==> config.mk <==
export PLATFORM = sky130hd
export DESIGN_NAME = pic_load_ctrl
export DESIGN_NICKNAME = d
export VERILOG_FILES = /design/src/rtl/pic_load_ctrl.sv
export SDC_FILE = /design/constraint.sdc
export NUM_CORES = 1
export LEC_CHECK = 0
export CAP_MARGIN = 20
export CORE_ASPECT_RATIO = 1.25
export CORE_MARGIN = 2
export CORE_UTILIZATION = 45
export CTS_BUF_LIST = sky130_fd_sc_hd__clkbuf_8
export DETAILED_ROUTE_END_ITERATION = 10
export PLACE_DENSITY = 0.75
export SYNTH_ARGS = -nofsm -noshare
export SYNTH_HDL_FRONTEND = slang
export SYNTH_SLANG_ARGS = --single-unit
==> constraint.sdc <==
create_clock -name sys_clk -period 4.05 [get_ports sys_clk]
set_input_delay 0.405 -clock sys_clk [delete_from_list [all_inputs] [get_ports sys_clk]]
set_output_delay 0.405 -clock sys_clk [all_outputs]
set_load 0.02 [all_outputs]
==> src/rtl/pic_load_ctrl.sv <==
// ============================================================================
// Module   : pic_load_ctrl
// Brief    : UART byte sequencer into picture RAM with gap-timeout recovery,
//            plus VGA coordinate to RAM address mapping and window gating.
// Revision : 1.0 - initial release
// ============================================================================
`default_nettype none
`timescale 1ns/1ps

module pic_load_ctrl #(
    parameter int PIC_W   = 100,
    parameter int PIC_H   = 100,
    parameter int PIC_X0  = 270,
    parameter int PIC_Y0  = 190,
    parameter int GAP_CYC = 50_000
) (
    input  logic        sys_clk,
    input  logic        sys_rst,
    input  logic [7:0]  rx_data,
    input  logic        rx_flag,
    input  logic [9:0]  pix_x,
    input  logic [9:0]  pix_y,
    input  logic [7:0]  ram_q,
    output logic        wr_en,
    output logic [13:0] wr_addr,
    output logic [7:0]  wr_data,
    output logic        rd_en,
    output logic [13:0] rd_addr,
    output logic [7:0]  pix_data,
    output logic        loading,
    output logic        frame_done
);

    localparam int GAP_W = (GAP_CYC > 2) ? $clog2(GAP_CYC) : 1;

    localparam logic [GAP_W-1:0] C_GAP_LAST  = GAP_W'(GAP_CYC - 2);
    localparam logic [13:0]      C_LAST_ADDR = 14'(PIC_W * PIC_H - 1);
    localparam logic [13:0]      C_PIC_W     = 14'(PIC_W);
    localparam logic [13:0]      C_X0_14     = 14'(PIC_X0);
    localparam logic [13:0]      C_Y0_14     = 14'(PIC_Y0);
    localparam logic [10:0]      C_X_LO      = 11'(PIC_X0);
    localparam logic [10:0]      C_X_HI      = 11'(PIC_X0 + PIC_W);
    localparam logic [10:0]      C_Y_LO      = 11'(PIC_Y0);
    localparam logic [10:0]      C_Y_HI      = 11'(PIC_Y0 + PIC_H);

    localparam logic [0:0] ST_IDLE = 1'b0;
    localparam logic [0:0] ST_LOAD = 1'b1;

    logic [0:0]       state_q, state_d;
    logic [13:0]      cnt_q, cnt_d;
    logic [GAP_W-1:0] gap_q, gap_d;
    logic             wr_en_q, wr_en_d;
    logic [13:0]      wr_addr_q, wr_addr_d;
    logic [7:0]       wr_data_q, wr_data_d;
    logic             frame_done_q, frame_done_d;

    logic             rd_en_q, rd_en_d;
    logic [13:0]      rd_addr_q, rd_addr_d;
    logic             win2_q, win2_d;
    logic [7:0]       pix_data_q, pix_data_d;

    logic             w_last;
    logic             w_in_win;
    logic [13:0]      w_dx, w_dy, w_rd_addr;

    // ------------------------------------------------------------------------
    // Write FSM: state register
    // ------------------------------------------------------------------------
    always_ff @(posedge sys_clk or posedge sys_rst) begin
        if (sys_rst) begin
            state_q      <= ST_IDLE;
            cnt_q        <= '0;
            gap_q        <= '0;
            wr_en_q      <= 1'b0;
            wr_addr_q    <= '0;
            wr_data_q    <= '0;
            frame_done_q <= 1'b0;
        end else begin
            state_q      <= state_d;
            cnt_q        <= cnt_d;
            gap_q        <= gap_d;
            wr_en_q      <= wr_en_d;
            wr_addr_q    <= wr_addr_d;
            wr_data_q    <= wr_data_d;
            frame_done_q <= frame_done_d;
        end
    end

    assign w_last = (cnt_q == C_LAST_ADDR);

    // ------------------------------------------------------------------------
    // Write FSM: next state
    // ------------------------------------------------------------------------
    always_comb begin
        state_d      = state_q;
        cnt_d        = cnt_q;
        gap_d        = gap_q;
        wr_en_d      = 1'b0;
        wr_addr_d    = wr_addr_q;
        wr_data_d    = wr_data_q;
        frame_done_d = 1'b0;

        // A byte is always written at the running counter; it wins over a timeout.
        if (rx_flag) begin
            wr_en_d   = 1'b1;
            wr_addr_d = cnt_q;
            wr_data_d = rx_data;
        end

        case (state_q)
            ST_IDLE: begin
                gap_d = '0;
                if (rx_flag) begin
                    if (w_last) begin
                        frame_done_d = 1'b1;
                        cnt_d        = '0;
                    end else begin
                        cnt_d   = cnt_q + 14'd1;
                        state_d = ST_LOAD;
                    end
                end
            end
            ST_LOAD: begin
                if (rx_flag) begin
                    gap_d = '0;
                    if (w_last) begin
                        frame_done_d = 1'b1;
                        cnt_d        = '0;
                        state_d      = ST_IDLE;
                    end else begin
                        cnt_d = cnt_q + 14'd1;
                    end
                end else if (gap_q == C_GAP_LAST) begin
                    // gap_q counts idle clocks already elapsed; this is idle clock GAP_CYC-1.
                    gap_d   = '0;
                    cnt_d   = '0;
                    state_d = ST_IDLE;
                end else begin
                    gap_d = gap_q + GAP_W'(1);
                end
            end
            default: begin
                state_d = ST_IDLE;
                cnt_d   = '0;
                gap_d   = '0;
            end
        endcase
    end

    // ------------------------------------------------------------------------
    // Write FSM: outputs
    // ------------------------------------------------------------------------
    always_comb begin
        loading    = (state_q == ST_LOAD);
        wr_en      = wr_en_q;
        wr_addr    = wr_addr_q;
        wr_data    = wr_data_q;
        frame_done = frame_done_q;
    end

    // ------------------------------------------------------------------------
    // Read path: coordinate -> address -> RAM -> gated pixel
    // ------------------------------------------------------------------------
    assign w_in_win  = ({1'b0, pix_x} >= C_X_LO) && ({1'b0, pix_x} < C_X_HI) &&
                       ({1'b0, pix_y} >= C_Y_LO) && ({1'b0, pix_y} < C_Y_HI);
    assign w_dx      = {4'd0, pix_x} - C_X0_14;
    assign w_dy      = {4'd0, pix_y} - C_Y0_14;
    assign w_rd_addr = w_dy * C_PIC_W + w_dx;

    always_comb begin
        rd_en_d    = w_in_win;
        rd_addr_d  = w_in_win ? w_rd_addr : rd_addr_q;
        win2_d     = rd_en_q;
        pix_data_d = win2_q ? ram_q : 8'h00;
    end

    always_ff @(posedge sys_clk or posedge sys_rst) begin
        if (sys_rst) begin
            rd_en_q    <= 1'b0;
            rd_addr_q  <= '0;
            win2_q     <= 1'b0;
            pix_data_q <= '0;
        end else begin
            rd_en_q    <= rd_en_d;
            rd_addr_q  <= rd_addr_d;
            win2_q     <= win2_d;
            pix_data_q <= pix_data_d;
        end
    end

    assign rd_en    = rd_en_q;
    assign rd_addr  = rd_addr_q;
    assign pix_data = pix_data_q;

endmodule

`default_nettype wire

==> out/results.ini <==
[drt]
dr.pass1.iters=4
ant_nets=0
avgRoutedWirePerCell_um=13.8
wl_um=10100
remaining_drc_errors=0
dr.first_iter.drc_count=168
vias=3831
detail_route.vias_per_cell=5.23

[finish]
fillers=882
diodes=0
syn2layout_area_growth_pct=32.5
nets=681
final_core_util_pct=60.5
fin_cells=733
layout-drive-gt1-share_pct=17.8

[timing]
layout_setup_ws_ns=0.176
hold_ws_ns=0.392
slew_headroom_pct=37.4
period_share_pct=95.7
hold_viol_final=0
slew_viol_final=0
min_period_ns=3.87
tightest_slew_ns=0.937
clock_skew_ns=0.0154
setup_viol=0
fmax_ghz=0.258

[floorplanning]
start_util_pct=45.6
die_h_um=119
dieArea_um2=11500
core_area_um2=10500
io_pins=87
rows=42
die_w_um=96.3

[global_routing]
grt_pass1_wl_um=16800
grt_usage_pct=18.5
grt-ovfl-total=0
grtUsageMet2_pct=34.2
busiest_layer=met2
grt_max_degree=57
gr-usage-met1_pct=20.3
grt_antenna_before_repair=0
grt.met3_usage_pct=3.92
grt_pass1_vias=3809

[synthesis]
syn_area_um2=4790
yosys_warnings=0
synth_cells=466
synth_fp_nets=551
yosys-top-cells-count=79 x dfrtp_1, 41 x nor2_1, 39 x ha_1, 37 x inv_1, 29 x mux2_2
post-synth-top-count-cell=dfrtp_1
ys_top_cells_by_area=dfrtp_1 41%, ha_1 10%, mux2_2 6.8%, xnor2_1 4.9%, xor2_1 4.0%
synth.avg_cell_area_um2=10.3
synth_edf_count=0
synth_seq_cells=79
synth_seq_area_share_pct=41.2
post-synth-top-area-cell=dfrtp_1
synthFlopType=dfrtp_1
synth_top_area_share_pct=41.2
synth_async_sr_flop_share_pct=100
ys_types=55

[power_and_ir_drop]
power.leakage_nw=2.95
power.total_mw=2.97
ir_worst_vdd_mv=0.172
p_per_area_nw_per_um2=468

[min_path]
hold_class=reg2reg
min-delay-start=rd_en$_DFF_PP0_
hold_end=win2_q$_DFF_PP0_
hold_path_depth=0

[outcome]
status=complete, no violations

[critical_path]
crit_arrival_ns=4.16
cpPeakStageDelay_ns=0.50
rrSetupSlack_ns=1.17
critPathMaxFanout=5
worstReg2RegStart=gap_q[12]$_DFF_PP0_
start_kind=input pin
worstReg2RegEnd=cnt_q[10]$_DFFE_PP0P_
cpMostUsedCell=ha_1
endpoint_kind=flip-flop
startpoint=pix_y[2]
critPathKind=in2reg
crit_chain=dlygate4sd2_1 > ha_2 > buf_4 > a41oi_1 > xor2_1 > inv_1 > ha_1 > ha_1 > inv_1 > fa_1 > inv_1 > ha_1 > xnor2_1 > ha_1 > nor2b_4 > o2bb2ai_2 > a211o_1 > nand3_1
r2r.worst_path.cells=7
critPathRequiredTime_ns=4.34
cp_slowest_cell=fa_1

[clocking]
h-tree-depth=3
holdBufCountCts=0
clock_sinks=79
post_cts_buffers=0
insertion_delay_ns=0.35
cts_buffers=9
cts_tree=done
cts.reportedPaths.clkPinSlew_ns=0.07
clockBufferDepth=2
root_buffer=clkbuf_8

[run]
drv_cap=0

[place]
post-place-ws_ns=-0.575
port_buffers=86
hpwl_um=8050
gp_congestion=0.838
place_inst=717

## repair_timing
| item | in CTS | in global routing |
|---|---|---|
| endpoints found under the hold margin | 0 | 0 |
| endpoints found under the setup margin | 3 | 3 |
| pin swaps | 3 | 2 |
| gates resized for setup | 7 | 12 |
## worst max-delay path, delay by kind of cell
kind | cells | cell delay [ns]
buf+inv | 5 | 0.57
compound gates | 3 | 0.61
simple gates | 2 | 0.24
fa+ha+maj | 6 | 1.97
xor+xnor | 2 | 0.37
## layout make-up
type | instances | area, um^2 | share of cell area, %
clock buffers | 10 | 138 | 2.17
clock inverters | 6 | 60.1 | 0.945
inverters | 38 | 146 | 2.30
multi-input cells | 338 | 2680 | 42.1
flip-flops and latches | 79 | 1980 | 31.1
well taps | 132 | 165 | 2.60
repair buffers | 130 | 1190 | 18.7
## per-stage QoR
step / TNS [ns] / cell area [um^2]
2_1_floorplan: 0 / 4790
3_3_place_gp: -1.63 / 6080
3_5_place_dp: -2.13 / 6080
4_1_cts: 0 / 6300
5_1_grt: -0.00321 / 6350
6_report: 0 / 6350
## cells in the final DEF (no fill, tap or decap), drive strengths merged, types with 3 or more instances in the layout
| master | netlist | layout |
|---|---|---|
| a211oi | 4 | 4 |
| a21o | 5 | 5 |
| a21oi | 18 | 18 |
| a22o | 3 | 3 |
| and2 | 8 | 8 |
| and3 | 5 | 5 |
| buf | 4 | 44 |
| clkbuf | 7 | 11 |
| clkdlybuf4s50 | 0 | 82 |
| dfrtp | 79 | 79 |
| fa | 7 | 7 |
| ha | 39 | 39 |
| inv | 38 | 41 |
| mux2 | 29 | 29 |
| nand2 | 28 | 28 |
| nand3 | 19 | 19 |
| nand3b | 3 | 3 |
| nand4 | 6 | 6 |
| nor2 | 41 | 41 |
| nor2b | 5 | 5 |
| nor3 | 6 | 6 |
| nor3b | 3 | 3 |
| nor4 | 4 | 4 |
| o21ai | 18 | 18 |
| o31ai | 3 | 3 |
| or3 | 7 | 7 |
| or4 | 3 | 3 |
| xnor2 | 27 | 27 |
| xor2 | 22 | 22 |
## worst max-delay path by stage
stage                              end  slack [ns]  cells after the start
6_report       rd_addr[13]$_DFFE_PP0P_        0.18                     18
5_1_grt        rd_addr[13]$_DFFE_PP0P_      -0.003                     18
4_1_cts        rd_addr[13]$_DFFE_PP0P_        0.04                     18
3_5_place_dp   rd_addr[13]$_DFFE_PP0P_       -0.58                     19
3_3_place_gp   rd_addr[13]$_DFFE_PP0P_       -0.46                     18
2_1_floorplan  rd_addr[13]$_DFFE_PP0P_        0.12                     15
## flip-flops by register name, summed over array words and instances (netlist names)
signal and cells:
wr_en 1, pix_data 8, frame_done 1, wr_data 8, gap_q 16, cnt_q 14, win2_q 1, rd_addr 14
rd_en 1, wr_addr 14, loading 1
## per-layer routing
layer	share of wire (%)	routed length, um
met1	40	4020
met2	55	5580
met3	3.3	331
met4	1.9	197
met5	0	0
## cell families after synthesis
| logic type | count (synthesis) | share of synthesized area (%) |
|---|---|---|
| simple gates | 143 | 15.1 |
| flops | 79 | 41.2 |
| compound gates | 69 | 9.63 |
| xor+xnor | 50 | 9.42 |
| buf+inv | 49 | 4.49 |
| fa+ha+maj | 46 | 13.1 |
| mux | 30 | 7.02 |
## report_power, final
| part | internal (mW) | switching (mW) |
|---|---|---|
| clock network | 0.300 | 0.275 |
| logic | 0.750 | 0.688 |
| registers | 0.883 | 0.0754 |
| total | 1.93 | 1.04 |
Power figures use the tool's default switching activity.
